==> src/rtl/delay_tap_pkg.sv <==
// delay_tap_pkg
// Shared types and constants for the delay-chain tap controller.
//   TAP_W             : tap code width, fixed by the delay chain
//   TAP_MAX           : last tap code of a sweep
//   delay_tap_state_e : controller state encoding
package delay_tap_pkg;

  localparam int TAP_W = 8;
  localparam logic [TAP_W-1:0] TAP_MAX = 8'hFF;

  typedef enum logic [2:0] {
    IDLE,
    SETTLE,
    SAMPLE,
    EVAL,
    LOCKED,
    FAIL
  } delay_tap_state_e;

endpackage

==> src/rtl/delay_tap_window.sv <==
// delay_tap_window
// One evaluation window: waits SETTLE_CYC cycles after start_i, then
// accumulates i_pd over NUM_SAMPLES cycles.
// Ports:
//   i_clk, i_rst     : clock, synchronous active-high reset
//   start_i          : (re)starts a window; also restarts one in progress
//   i_pd             : synchronized phase-detector bit
//   settle_done_o    : high in the last settle cycle
//   valid_o          : high in the last sample cycle
//   count_o          : number of ones in the window, valid while valid_o
//                      (includes the i_pd sampled on that same edge)
module delay_tap_window
  import delay_tap_pkg::*;
#(
  parameter int SETTLE_CYC  = 16,
  parameter int NUM_SAMPLES = 8,
  parameter int CNT_W       = $clog2(NUM_SAMPLES) + 1
) (
  input  logic             i_clk,
  input  logic             i_rst,
  input  logic             start_i,
  input  logic             i_pd,
  output logic             settle_done_o,
  output logic             valid_o,
  output logic [CNT_W-1:0] count_o
);

  localparam int TMR_MAX = (SETTLE_CYC > NUM_SAMPLES) ? SETTLE_CYC : NUM_SAMPLES;
  localparam int TMR_W   = $clog2(TMR_MAX) + 1;

  logic             settling_q;
  logic             sampling_q;
  logic [TMR_W-1:0] tmr_q;
  logic [CNT_W-1:0] acc_q;

  assign settle_done_o = settling_q && (tmr_q == '0);
  assign valid_o       = sampling_q && (tmr_q == '0);
  // The final sample is folded in combinationally so the caller can act on
  // the full count on the same edge that takes the last sample.
  assign count_o       = acc_q + CNT_W'(i_pd);

  always_ff @(posedge i_clk) begin
    if (i_rst) begin
      settling_q <= 1'b0;
      sampling_q <= 1'b0;
      tmr_q      <= '0;
      acc_q      <= '0;
    end else if (start_i) begin
      settling_q <= 1'b1;
      sampling_q <= 1'b0;
      tmr_q      <= TMR_W'(SETTLE_CYC - 1);
      acc_q      <= '0;
    end else if (settling_q) begin
      if (settle_done_o) begin
        settling_q <= 1'b0;
        sampling_q <= 1'b1;
        tmr_q      <= TMR_W'(NUM_SAMPLES - 1);
      end else begin
        tmr_q <= tmr_q - TMR_W'(1);
      end
    end else if (sampling_q) begin
      acc_q <= count_o;
      if (valid_o) begin
        sampling_q <= 1'b0;
      end else begin
        tmr_q <= tmr_q - TMR_W'(1);
      end
    end
  end

endmodule

==> src/rtl/delay_tap_ctrl.sv <==
// delay_tap_ctrl
// Generates the tap code for the IO-buffer delay chain: forwards a manual
// code in bypass, or sweeps 0..255 and locks on the first early->late
// phase-detector transition.
// Optional build macro DELAY_TAP_TRACK_EN: after lock, keep running windows
// and nudge the tap by one toward the edge (saturating).
// Ports:
//   i_clk, i_rst   : clock, synchronous active-high reset
//   c_bypass       : 1 = manual mode, o_tap follows c_tap_manual
//   c_tap_manual   : manual tap, also the fallback code on failure
//   i_cal_start    : single-cycle calibration start pulse
//   i_pd           : synchronized phase-detector bit (1 = late)
//   o_tap          : registered tap code
//   o_cal_busy     : calibration in progress
//   o_cal_done     : one-cycle pulse at lock or failure
//   o_cal_fail     : failure flag
//   o_locked       : lock flag
//
// state  | meaning
// IDLE   | not calibrating; forwards manual tap when bypassed
// SETTLE | waiting for the delay chain to settle after a tap move
// SAMPLE | accumulating phase-detector samples
// EVAL   | deciding lock / fail / next tap
// LOCKED | lock found; holds (or tracks with DELAY_TAP_TRACK_EN)
// FAIL   | sweep exhausted; manual tap applied
module delay_tap_ctrl
  import delay_tap_pkg::*;
#(
  parameter int SETTLE_CYC  = 16,
  parameter int NUM_SAMPLES = 8
) (
  input  logic             i_clk,
  input  logic             i_rst,
  input  logic             c_bypass,
  input  logic [TAP_W-1:0] c_tap_manual,
  input  logic             i_cal_start,
  input  logic             i_pd,
  output logic [TAP_W-1:0] o_tap,
  output logic             o_cal_busy,
  output logic             o_cal_done,
  output logic             o_cal_fail,
  output logic             o_locked
);

  localparam int CNT_W = $clog2(NUM_SAMPLES) + 1;
  localparam logic [CNT_W-1:0] HALF = CNT_W'(NUM_SAMPLES / 2);

  delay_tap_state_e state_q;
  logic [TAP_W-1:0] tap_q;
  logic [TAP_W-1:0] tap_up_d;
  logic             busy_q, done_q, fail_q, locked_q, seen_zero_q;
  logic [CNT_W-1:0] cnt_q;

  logic             win_start, win_settle_done, win_valid;
  logic [CNT_W-1:0] win_count;
  logic             late, cal_go, eval_lock, eval_fail, eval_step;

  assign tap_up_d  = tap_q + TAP_W'(1);
  assign late      = cnt_q > HALF;
  assign cal_go    = i_cal_start &&
                     (state_q == IDLE || state_q == LOCKED || state_q == FAIL);
  // A late result only counts as lock once an early result has been seen.
  assign eval_lock = (state_q == EVAL) && late && seen_zero_q;
  assign eval_fail = (state_q == EVAL) && !eval_lock && (tap_q == TAP_MAX);
  assign eval_step = (state_q == EVAL) && !eval_lock && !eval_fail;

`ifdef DELAY_TAP_TRACK_EN
  localparam logic [CNT_W-1:0] FULL = CNT_W'(NUM_SAMPLES);
  logic             track_win;
  logic [TAP_W-1:0] tap_dn_d;
  assign track_win = (state_q == LOCKED) && win_valid;
  assign tap_dn_d  = tap_q - TAP_W'(1);
  // Window restarts on the same edge as any tap move so settle always
  // follows the move.
  assign win_start = !c_bypass && (cal_go || eval_step || eval_lock || track_win);
`else
  assign win_start = !c_bypass && (cal_go || eval_step);
`endif

  delay_tap_window #(
    .SETTLE_CYC (SETTLE_CYC),
    .NUM_SAMPLES(NUM_SAMPLES),
    .CNT_W      (CNT_W)
  ) u_window (
    .i_clk        (i_clk),
    .i_rst        (i_rst),
    .start_i      (win_start),
    .i_pd         (i_pd),
    .settle_done_o(win_settle_done),
    .valid_o      (win_valid),
    .count_o      (win_count)
  );

  always_ff @(posedge i_clk) begin
    if (i_rst) begin
      state_q     <= IDLE;
      tap_q       <= '0;
      busy_q      <= 1'b0;
      done_q      <= 1'b0;
      fail_q      <= 1'b0;
      locked_q    <= 1'b0;
      seen_zero_q <= 1'b0;
      cnt_q       <= '0;
    end else begin
      done_q <= 1'b0;
      // Bypass overrides everything, including a coincident start.
      if (c_bypass) begin
        state_q  <= IDLE;
        tap_q    <= c_tap_manual;
        busy_q   <= 1'b0;
        fail_q   <= 1'b0;
        locked_q <= 1'b0;
      end else if (cal_go) begin
        state_q     <= SETTLE;
        tap_q       <= '0;
        seen_zero_q <= 1'b0;
        fail_q      <= 1'b0;
        locked_q    <= 1'b0;
        busy_q      <= 1'b1;
      end else begin
        case (state_q)
          SETTLE: if (win_settle_done) state_q <= SAMPLE;
          SAMPLE: begin
            if (win_valid) begin
              cnt_q   <= win_count;
              state_q <= EVAL;
            end
          end
          EVAL: begin
            if (!late) seen_zero_q <= 1'b1;
            if (eval_lock) begin
              locked_q <= 1'b1;
              done_q   <= 1'b1;
              busy_q   <= 1'b0;
              state_q  <= LOCKED;
            end else if (eval_fail) begin
              tap_q   <= c_tap_manual;
              fail_q  <= 1'b1;
              done_q  <= 1'b1;
              busy_q  <= 1'b0;
              state_q <= FAIL;
            end else begin
              tap_q   <= tap_up_d;
              state_q <= SETTLE;
            end
          end
`ifdef DELAY_TAP_TRACK_EN
          LOCKED: begin
            if (track_win) begin
              if (win_count == '0 && tap_q != TAP_MAX) tap_q <= tap_up_d;
              else if (win_count == FULL && tap_q != '0) tap_q <= tap_dn_d;
            end
          end
`endif
          default: ;
        endcase
      end
    end
  end

  assign o_tap      = tap_q;
  assign o_cal_busy = busy_q;
  assign o_cal_done = done_q;
  assign o_cal_fail = fail_q;
  assign o_locked   = locked_q;

endmodule

==> config.mk <==
export PLATFORM = sky130hd
export DESIGN_NAME = delay_tap_ctrl
export DESIGN_NICKNAME = d
export VERILOG_FILES = /design/src/rtl/delay_tap_pkg.sv /design/src/rtl/delay_tap_window.sv /design/src/rtl/delay_tap_ctrl.sv
export SDC_FILE = /design/constraint.sdc
export NUM_CORES = 1
export LEC_CHECK = 0
export ABC_AREA = 1
export CORE_ASPECT_RATIO = 1.4
export CORE_UTILIZATION = 39
export DETAILED_ROUTE_END_ITERATION = 8
export SETUP_SLACK_MARGIN = 0.4
export SLEW_MARGIN = 20
export SYNTH_ARGS = -nofsm -noshare
export SYNTH_HDL_FRONTEND = slang
export SYNTH_SLANG_ARGS = --single-unit
export TNS_END_PERCENT = 50
==> constraint.sdc <==
create_clock -name i_clk -period 1.8 [get_ports i_clk]
set_clock_uncertainty 0.2 [all_clocks]
set_input_delay 0.36 -clock i_clk [delete_from_list [all_inputs] [get_ports i_clk]]
set_output_delay 0.36 -clock i_clk [all_outputs]
set_load 0.01 [all_outputs]
; Yosys cells after proc, flatten, opt, wreduce, memory -nomap -nowiden
; Cells that the tools add are included.
[classes]
magnitude_cmp = 1
mux = 32
n_eq_ne = 15
add_sub_neg = 3
n_reduce_logical = 39
bitwise_logic = 5
[op_table]
columns = op, n
row1 = $mux W8, 5
row2 = $mux W5, 4
row3 = $mux W1, 17
row4 = $mux W3, 4
row5 = $reduce_and A2 Y1, 6
row6 = $reduce_and A3 Y1, 4
row7 = $reduce_bool A3 Y1, 4
row8 = $logic_and A1 B1 Y1, 9
row9 = $ne A3 B2 Y1 const B, 3
row10 = $pmux W3 S3, 1
row11 = $add A8 B1 Y8 const B, 1
row12 = $eq A8 B8 Y1 const B, 1
row13 = $ne A2 B1 Y1 const B, 4
row14 = $eq A3 B2 Y1 const B, 2
row15 = $eq A3 B3 Y1 const B, 2
row16 = $logic_not A5 Y1, 1
row17 = $not A1 Y1, 5
row18 = $sub A5 B1 Y5 const B, 1
row19 = $add A4 B1 Y4, 1
row20 = $gt A4 B3 Y1 const B, 1
row21 = $mux W4, 1
row22 = $reduce_and A4 Y1, 1
row23 = $reduce_bool A2 Y1, 2
row24 = $reduce_bool A4 Y1, 1
row25 = 9 further kinds, 14
[word_totals]
elab_cells = 109
input_bits = 13
output_inout_bits = 12
register_bits = 31

; Depth between registers and ports, before layout
; Gate-level depths: netlist of run 1.
[depth]
word_depth = 12
depth_mapped = 12
depth_no_buf = 12

; Cells and area by module
; A second synthesis of run 1 with hierarchy kept.
[unflattened]
hier_cells = 269
area_unflattened_um2 = 1806.7
[by_module_without_submodules]
columns = mod, instances, area_each_um2, seq_area_each_um2, cells_each
row1 = delay_tap_ctrl, 1, 1228.7, 400.4, 191
row2 = delay_tap_window, 1, 578.1, 220.2, 78

; Worst setup path after synthesis of run 1
; Ideal clock, no wire load.
[synth_path]
path_type = reg-to-reg
startpoint = reg tap_q[0] (netlist: o_tap[0])
endpoint = reg tap_q[1] (netlist: o_tap[1])
path_slack_ns = 0.077
t_arrival_ns = 1.414
required_time_ns = 1.491
path_buffers = 0
synth_period_minus_slack_ns = 1.723
stages_incl_launch_ff = 13
setup_time_ns = 0.109
path_cell_list = dfxtp_1 -> ha_1 -> nand2_1 -> inv_2 -> nand2_1 -> nor2_4 -> nand3_2 -> nand2_1 -> nand2_1 -> nand3_1 -> nand3_1 -> nand2_1 -> inv_1
[synth_via]
elab_chain_len = 7
word_cells_on_any_way = 8
cone_classes = add/sub: 1 / eq/ne: 1 / mux: 5 / reduce/logical: 1
[synth_rtl]
columns = element, line_no
row1 = start: declaration, delay_tap_ctrl.sv:49  ; logic [TAP_W-1:0] tap_q;
row2 = start signal: assignment, delay_tap_ctrl.sv:109  ; tap_q <= c_tap_manual;
row3 = start signal: assignment, delay_tap_ctrl.sv:137  ; tap_q <= c_tap_manual;
row4 = start signal: assignment, delay_tap_ctrl.sv:143  ; tap_q <= tap_up_d;
row5 = "parallel branches: the longest is 2 deep, another holds $add A8 B1 Y8", -
row6 = $mux W8 (*), delay_tap_ctrl.sv:136  ; end else if (eval_fail) begin
row7 = $mux W8 (*), delay_tap_ctrl.sv:131  ; if (eval_lock) begin
row8 = $mux W8 (*), delay_tap_ctrl.sv:121  ; case (state_q)
row9 = $mux W8 (*), delay_tap_ctrl.sv:113  ; end else if (cal_go) begin
row10 = $mux W8 (*), delay_tap_ctrl.sv:107  ; if (c_bypass) begin
; Mark *: on every way between the ends. The select of a mux whose other input is x is not followed.
; A chain may end at the register's enable or synchronous reset.

; Worst setup path after layout of run 1
[layout_path]
startpoint = reg tap_q[1] (netlist: o_tap[1])
endpoint = reg tap_q[2] (netlist: o_tap[2])
; Same word-level chain as after synthesis.

==> run metrics, run 1 <==
area share of the largest cell type after synthesis 35.45%; Area contributors post-synth dfxtp_1 35%, nand2_1 12%, a21oi_1 6.9%, inv_1 6.6%, nand3_1 5.4%; slowest stage delay, CP 0.36 ns; Fin Setup TNS 0 ns; Synth Cell Area about 1800 sq um; count leader, synth nand2_1; Pleak 0.001147 uW; WP data arrival 1.62 ns; initial core utilization approximately two fifths; synthesized area per cell about 7 sq um; RSZ-0062 raised after global routing true; peak fanout along the critical path 4; Synth Flop Type dfxtp_1; share of the yosys chip area belonging to registers 35.45%; first-pass GRT wire length slightly above 7 mm; GR Overflow Total 0; largest net degree at the start of global routing 17; 1st-pass router iterations 4; hold_buf cts 0; total global-route track usage 20.05%; CP dominant cell by count nor2_4; H-tree Lvls 2; worst-path cell chain ha_4 > nand2_4 > inv_4 > nand3_4 > nor2_4 > nand2_2 > nor2_4 > buf_6 > nand2_1 > nand3_1 > a21oi_2; Worst Max-Slew Pin Slew 0.2761 ns; vias ~1,800; initial antenna violation count 0; commonest cells in the netlist 54 x nand2_1, 31 x dfxtp_1, 31 x inv_1; drt wl/cell 11.86 um; Power per Cell Area roughly 700 nW/um^2; # clock sinks 31; VDD IR max 0.4381 mV; layout cells sized above 1 37.10%; final period utilization 91.59%; diode count 0; fillers 413; chip height 81.27 um; area leader, netlist dfxtp_1; Site Rows 28; Die Area 4764 sq um; Worst-Skew Late Latency 0.29 ns; Post-synth EDFFs 0; Final Wtd Congestion 0.7975; Slowest cell on crit path dfxtp_4; root buf cell clkbuf_8; number of I/O pins 25; outcome finished, final reports clean; pre-CTS setup slack -0.1233 ns; post-synthesis to final-layout area growth 45.82%; Clk pin slew, worst setup/hold paths 0.07 ns; Highest Clock Rate 606.6 MHz; Nets 326; Residual DRC 0; core area roughly 4300 sq um; Detailed Route WL approximately 4.4 mm; Yosys cell types 31; DRT iter0 DRCs 80; dpl hpwl 3.191 mm; max-slew violations 0; DRT antenna net count 0; Synthesis Warnings 0; Max-cap violations 0; clock tree buffer depth 2; final hold violation count 0; Final Instance Area 2552 sq um; Placed Instance Area 2226 sq um; Die X between 50 and 60 um; Period minus WS final 1.649 ns; WHS 0.2690 ns; asr flop ratio synth 0%; Finish-stage setup viols 0; Slew headroom 81.53%; WP data required 1.78 ns; crit path kind register to register; Yosys reg bits 31; routed vias/inst 4.741; I/O Buffers 24; Mapped Nets 266; vias in the first global route 1,637; Cells after Synth 249; crit end category register; CP Launch Type register; final setup margin about 0.15 ns; Worst Hold Class register to register; CTS tree built; CTS Buf Count 5
-- kinds of logic after synthesis --
family | after synthesis | share of synthesized area, %
XOR/XNOR | 5 | 2.502
flip-flops | 31 | 35.45
AO/OA/AOI/OAI | 49 | 14.94
buffers and inverters | 42 | 9.077
adder cells (fa/ha/maj) | 4 | 2.859
AND/OR/NAND/NOR | 118 | 35.17
-- placed cells by master, fill, tap and decap left out, types with 3 or more instances in the layout --
master and instances:
buf_2 4, nand2_4 6, o21ai_0 13, o21ai_1 4, a31oi_1 3, dfxtp_4 6, dfxtp_2 6, nor2_1 16
buf_4 28, nand2_1 49, dfxtp_1 19, nand3_2 5, clkbuf_8 7, a21oi_1 17, xor2_1 4, nand2_2 7
nand3_4 3, clkdlybuf4s50_1 12, nand4_1 4, buf_6 7, nor2_4 5, nand3_1 15, inv_1 28, inv_2 11
a21oi_2 7
-- routing by layer --
metal,track usage [%],up-vias,share of wire [%]
met1,20.58,793,42
li1,-,927,-
met5,0,-,0
met2,37.93,26,53
met4,10.24,0,2.6
met3,3.662,8,2.6
-- final cells by class --
cell class              count  area [sq um]  area share [%]
multi-input cells         176          1104           43.24
flip-flops and latches     31         650.6           25.49
repair buffers             55         470.5           18.43
inverters                  40         152.6           5.980
clock buffers               8         100.1           3.922
well taps                  60         75.07           2.941
-- repair_timing --
| item | in CTS | in global routing |
|---|---|---|
| setup endpoints to repair | 41 | 39 |
| pin swaps | 10 | 14 |
| gates resized for setup | 65 | 15 |
| cloned | 0 | 0 |
| setup buffers | 11 | 7 |
-- registers in the layout, summed over array words and instances, names as in the netlist --
| signal | cells |
|---|---|
| o_tap | 8 |
| u_window.tmr_q | 5 |
| cnt_q | 4 |
| u_window.acc_q | 4 |
| state_q | 3 |
| o_cal_busy | 1 |
| o_cal_done | 1 |
| o_cal_fail | 1 |
| o_locked | 1 |
| seen_zero_q | 1 |
| u_window.sampling_q | 1 |
| u_window.settling_q | 1 |
-- path summary, 6_finish.rpt --
| check | start | endpoint | slack [ns] | cells past startpoint |
|---|---|---|---|---|
| setup / recovery | o_tap[1]$_SDFFE_PP0P_ | o_tap[2]$_SDFFE_PP0P_ | 0.15 | 11 |
| hold / removal | o_cal_fail$_SDFFE_PP0P_ | o_cal_fail$_SDFFE_PP0P_ | 0.27 | 1 |
| hold reg to reg | o_cal_fail$_SDFFE_PP0P_ | o_cal_fail$_SDFFE_PP0P_ | 0.27 | 1 |
| setup reg to reg | o_tap[1]$_SDFFE_PP0P_ | o_tap[2]$_SDFFE_PP0P_ | 0.15 | 11 |
-- power breakdown --
| group | leakage (uW) | total, uW | internal (uW) | switching (uW) |
|---|---|---|---|---|
| Combinational | 0.000836 | 389 | 187 | 202 |
| Sequential | 0.000259 | 755 | 723 | 32.6 |
| Clock | 0.0000515 | 608 | 349 | 259 |
| Total | 0.00115 | 1750 | 1260 | 493 |
-- metrics by stage --
stage	utilization (%)	total power [uW]	cells
2_1_floorplan	-	975.1	249
3_3_place_gp	52.08	1108	344
3_5_place_dp	52.08	1109	344
4_1_cts	57.20	1760	363
5_1_grt	59.72	1846	370
6_report	59.72	1752	370
-- worst max-delay path, delay by kind of cell (launching register included) --
family	cells	cell delay, ns
and+or+nand+nor	7	0.59
DFF	1	0.36
buffers and inverters	2	0.20
adders and majority gates	1	0.14
AOI/OAI and AO/OA	1	0.05
Power figures use the tool's default switching activity.
==> run 2, diff against run 1 <==
- CTS_CLUSTER_DIAMETER: not set -> 40
- SKIP_CTS_REPAIR_TIMING: not set -> 1
==> run 2 against run 1 <==
First-iteration DRC count increased by 7.5%. Clock-buffer cell count unchanged. Largest power group unchanged. Via count increased by 0.63%. Clock power about the same. Highest routed layer unchanged. Largest cell class unchanged. Utilization increased by 0.76 points. Total power increased by 0.77%. Die area unchanged. Sequential power increased by 0.8%. Non-clock buffer count decreased by 7. Register-to-register slack got worse by 0.07 ns. Worst hold slack got worse by 0.018 ns.
==> run metrics, run 2 (synthesized netlist as in run 1, its figures left out) <==
outcome finished, final reports clean; number of I/O pins 25; Max-cap violations 0; most common cell after layout, fill and taps aside nand2_1; wire length on met2 between 2 and 2.5 mm; I/O Buffers 24; Die X 58.62 um; vias in the first global route about 1,600; post-synthesis to final-layout area growth 47.68%; Critical path origin o_tap[0]$_SDFFE_PP0P_; Final Wtd Congestion between 0.7 and 0.8; Slew headroom 79.46%; Finish-stage setup viols 0; Pleak 0.001214 uW; CTS tree built; chip height 81.27 um; # clock sinks 31; max-slew violations 0; core area ~4300 sq um; total global-route track usage 19.66%; crit path kind register to register; CP Launch Type register; Die Area 4764 sq um; DRT iter0 DRCs 86; clock tree buffer depth 2; CTS Buf Count 5; peak fanout along the critical path 5; initial core utilization 40.95%; total design power 1765 uW; WP data required about 1.8 ns; Period minus WS final approximately 1.7 ns; Site Rows 28; routed vias/inst 4.849; Detailed Route WL 4.569 mm; WP data arrival 1.74 ns; wl on met1 1.879 mm; final period utilization 95.39%; highest metal used met4; initial antenna violation count 0; dpl hpwl 3.191 mm; slowest stage delay, CP between 0.3 and 0.4 ns; DRT antenna net count 0; GR Overflow Total 0; reg2reg start o_tap[0]$_SDFFE_PP0P_; FF+latch area roughly 650 sq um; root buf cell clkbuf_8; crit end category register; H-tree Lvls 2; most frequent cells in the layout 43 x nand2_1, 25 x inv_1, 21 x dfxtp_1; Slowest cell on crit path dfxtp_4; Multi-input gate area roughly 1200 sq um; Power per Cell Area 682.8 nW/um^2; Highest Clock Rate 582.4 MHz; final hold violation count 0; Hold Crit Start o_cal_fail$_SDFFE_PP0P_; VDD IR max 0.4245 mV; Worst Hold Class register to register; met3 WL post-DR between 100 and 150 um; Worst Max-Slew Pin Slew 0.3069 ns; 1st-pass router iterations 4; fin util around three fifths; vias 1,765; max FFs per register 8; Nets 320; fillers between 400 and 500; layout cells sized above 1 39.14%; worst-path cell chain ha_4 > nand2_4 > inv_4 > nand3_4 > nor2_4 > nand4_1 > o21ai_1 > nand3_1 > a21oi_2; Clk pin slew, worst setup/hold paths 0.07 ns; Residual DRC 0; first-pass GRT wire length about 6.9 mm; diode count 0; Worst-Skew Late Latency 0.29 ns; drt wl/cell roughly 13 um; RSZ-0062 raised after global routing true; largest net degree at the start of global routing 17
==> run 2: cell types whose count changed in the layout (fill, tap and decap cells not counted), moves of 3 or more <==
cell            before  now
a21oi_1             17   14
a21oi_2              7   10
buf_2                4    0
buf_4               28   17
clkbuf_2             0    7
dlymetal6s2s_1       0    6
inv_1               28   25
nand2_1             49   43
nand2_2              7   11
nand2_4              6    9
==> run 2: power by group <==
group          total, uW  internal, uW  switching, uW  leakage, uW
logic                395           180            215     0.000904
registers            761           723           38.0     0.000258
clock network        609           349            261    0.0000515
total               1770          1250            514      0.00121
==> run 2: per-stage QoR <==
step	hold WS, ns	instance area, sq um	setup slack, ns	TNS [ns]	instances
5_1_grt	0.2772	2585	-0.02504	-0.06762	364
3_3_place_gp	0.2578	2226	-0.08348	-0.7953	344
2_1_floorplan	0.2291	1822	0.2508	0	249
6_report	0.2507	2585	0.08297	0	364
4_1_cts	0.2767	2326	-0.1602	-0.3233	352
3_5_place_dp	0.2623	2226	-0.1233	-1.198	344
==> run 2: layer usage <==
metal / GRT usage, % / vias up
met4: 10.24 / 0
met1: 20.78 / 810
li1: - / 916
met2: 36.32 / 30
met3: 3.662 / 9
met5: 0 / -
==> run 2: area by class of cell <==
cell class                      instances  share of cell area, %
Inverter                               40                  6.002
Multi-Input combinational cell        177                  45.40
Clock buffer                            8                  3.872
Tap cell                               60                  2.904
Timing Repair Buffer                   48                  16.84
Sequential cell                        31                  24.98
==> run 2: final timing paths <==
kind / slack (ns) / cells past startpoint / end
worst max-delay path: 0.08 / 9 / o_tap[2]$_SDFFE_PP0P_
worst min-delay path: 0.25 / 1 / o_cal_fail$_SDFFE_PP0P_
worst max register to register: 0.08 / 9 / o_tap[2]$_SDFFE_PP0P_
worst min register to register: 0.25 / 1 / o_cal_fail$_SDFFE_PP0P_
==> run 2: worst max-delay path, delay by kind of cell (launching register included) <==
| kind | cells | cell delay [ns] |
|---|---|---|
| adder cells (fa/ha/maj) | 1 | 0.15 |
| AO/OA/AOI/OAI | 2 | 0.26 |
| flip-flops | 1 | 0.38 |
| AND/OR/NAND/NOR | 5 | 0.57 |
| buffers and inverters | 1 | 0.08 |
==> run 3, diff against run 2 <==
- clock period: 1.8 -> 2.1 ns (I/O delays scaled with it)
==> run 3 against run 2 <==
Critical path depth decreased by 8. Combinational power decreased by 19%. Die area unchanged. First-iteration DRC count decreased by 14%. Global-route usage decreased by 0.79 points. Worst hold slack improved by 0.025 ns. Setup slack improved by 0.15 ns. Critical path type is now register to output pin. Clock-buffer cell count decreased by 1. Sequential share of layout area increased by 1.4 points. Via count decreased by 3.1%. Routed wire length decreased by 5.9%. Total power decreased by 19%.
==> run metrics, run 3 (synthesized netlist as in run 1, its figures left out) <==
Worst Max-Slew Pin Slew between 0.2 and 0.3 ns; r2r setup slk 0.35 ns; CTS Buf Count 5; Max-cap violations 0; first-pass GRT wire length 6.706 mm; Hold Crit Start o_locked$_SDFFE_PP0P_; Gate power share 22.3%; I/O Buffers 24; Slowest cell on crit path clkdlybuf4s50_1; Final Wtd Congestion 0.8173; crit path kind register to output pin; Clk pin slew, worst setup/hold paths 0.07 ns; Residual DRC 0; max-slew violations 0; dpl hpwl around 3.2 mm; Clk pwr share 32.2%; initial core utilization 40.95%; reg2reg end o_tap[2]$_SDFFE_PP0P_; Finish-stage setup viols 0; outcome finished, final reports clean; Power per Cell Area 594.9 nW/um^2; WP buf/inv 1; core area 4274 sq um; final period utilization 89.09%; Worst-Skew Late Latency a little under 0.3 ns; WP data arrival 1.25 ns; initial antenna violation count 0; max FFs per register 8; VDD IR max 0.3902 mV; Period minus WS final 1.871 ns; sink of the worst hold path o_locked$_SDFFE_PP0P_; GR Overflow Total 0; met1 usage between 20% and 30%; routed vias/inst 4.831; reg2reg start o_tap[1]$_SDFFE_PP0P_; slowest stage delay, CP 0.55 ns; crit end category output pin; total design power 1437 uW; largest net degree at the start of global routing 17; drt wl/cell 12.14 um; peak fanout along the critical path 7; met3 Use GR 3.981%; met2 usage approximately a third; # clock sinks 31; Int Power a little over 1000 uW; vias in the first global route 1,573; Detailed Route WL 4.299 mm; chip height 81.27 um; Most Crowded Layer GR met2; CP Launch Type register; Highest Clock Rate between 500 and 600 MHz; vias 1,710; DRT iter0 DRCs 74; number of I/O pins 25; Critical path origin o_tap[3]$_SDFFE_PP0P_; Die X 58.62 um; layout cells sized above 1 27.55%; Worst Hold Class register to register; post-synthesis to final-layout area growth 38.03%; CP top delay family buffers and inverters; H-tree Lvls 2; Switching Share ~30%; root buf cell clkbuf_8; diode count 0; Fin Setup TNS 0 ns; final hold violation count 0; worst-case reg-to-reg path depth 9; WHS Path Cells 2; total global-route track usage 18.86%; switching pwr 430.1 uW; Reg power frac 45.5%; Nets 310; clock tree buffer depth 2; Slew headroom 81.43%; RSZ-0062 raised after global routing true; most common cell after layout, fill and taps aside nand2_1; DRT antenna net count 0; Site Rows 28; worst-path cell chain clkdlybuf4s50_1; WP data required approximately 1.5 ns; Die Area 4764 sq um; Pleak 0.001128 uW; CTS tree built; most frequent cells in the layout 44 x nand2_1, 27 x inv_1, 24 x a21oi_1; 1st-pass router iterations 4
## run 3: cell types whose count changed in the layout (fill, tap and decap cells not counted), moves of 3 or more
cell | previous run | this run
a21oi_1 | 14 | 24
a21oi_2 | 10 | 0
clkdlybuf4s50_1 | 11 | 19
clkbuf_2 | 7 | 0
buf_4 | 17 | 13
buf_6 | 6 | 2
nand3_1 | 15 | 18
nand3_2 | 5 | 2
## run 3: final cells by class
cell class | count | area (sq um)
fillers | 419 | 1858
multi-input cells | 176 | 1094
clock inverters | 1 | 5.005
repair buffers | 39 | 372.9
clock buffers | 7 | 76.32
well taps | 60 | 75.07
flip-flops and latches | 31 | 638.1
inverters | 40 | 155.1
## run 3: power by group through the flow
| stage | Combinational (uW) | Clock, uW | Sequential [uW] |
|---|---|---|---|
| floorplan | 154 | 0 | 662 |
| global placement | 256 | 0 | 662 |
| detailed placement | 258 | 0 | 662 |
| CTS | 259 | 473 | 648 |
| global route | 355 | 495 | 659 |
| finish | 320 | 463 | 655 |
## run 3: worst max-delay path by stage
stage,end,slack (ns),depth (start not counted)
global placement,u_window.acc_q[3]$_SDFFE_PP0P_,0.15,6
global route,o_tap[3],0.20,1
CTS,o_tap[3],0.08,1
floorplan,o_tap[1]$_SDFFE_PP0P_,0.44,12
finish,o_tap[3],0.23,1
detailed placement,u_window.acc_q[3]$_SDFFE_PP0P_,0.11,6
## run 3: metal layers
metal  wire length, um  vias to the layer above  share of wire (%)
met4               164                        0                3.8
li1                  -                      898                  -
met5                 0                        -                  0
met1              1752                      764                 41
met2              2212                       35                 51
met3               169                       13                3.9
## run 3: through the flow
step	cell area [sq um]	instances	setup slack, ns	hold WS [ns]	util, %
floorplan	1753	249	0.4397	0.2446	-
global placement	2105	337	0.1534	0.2478	49.24
detailed placement	2105	337	0.1070	0.2585	49.24
CTS	2186	345	0.08288	0.2812	51.14
global route	2416	354	0.2038	0.3011	56.53
finish	2416	354	0.2291	0.2758	56.53
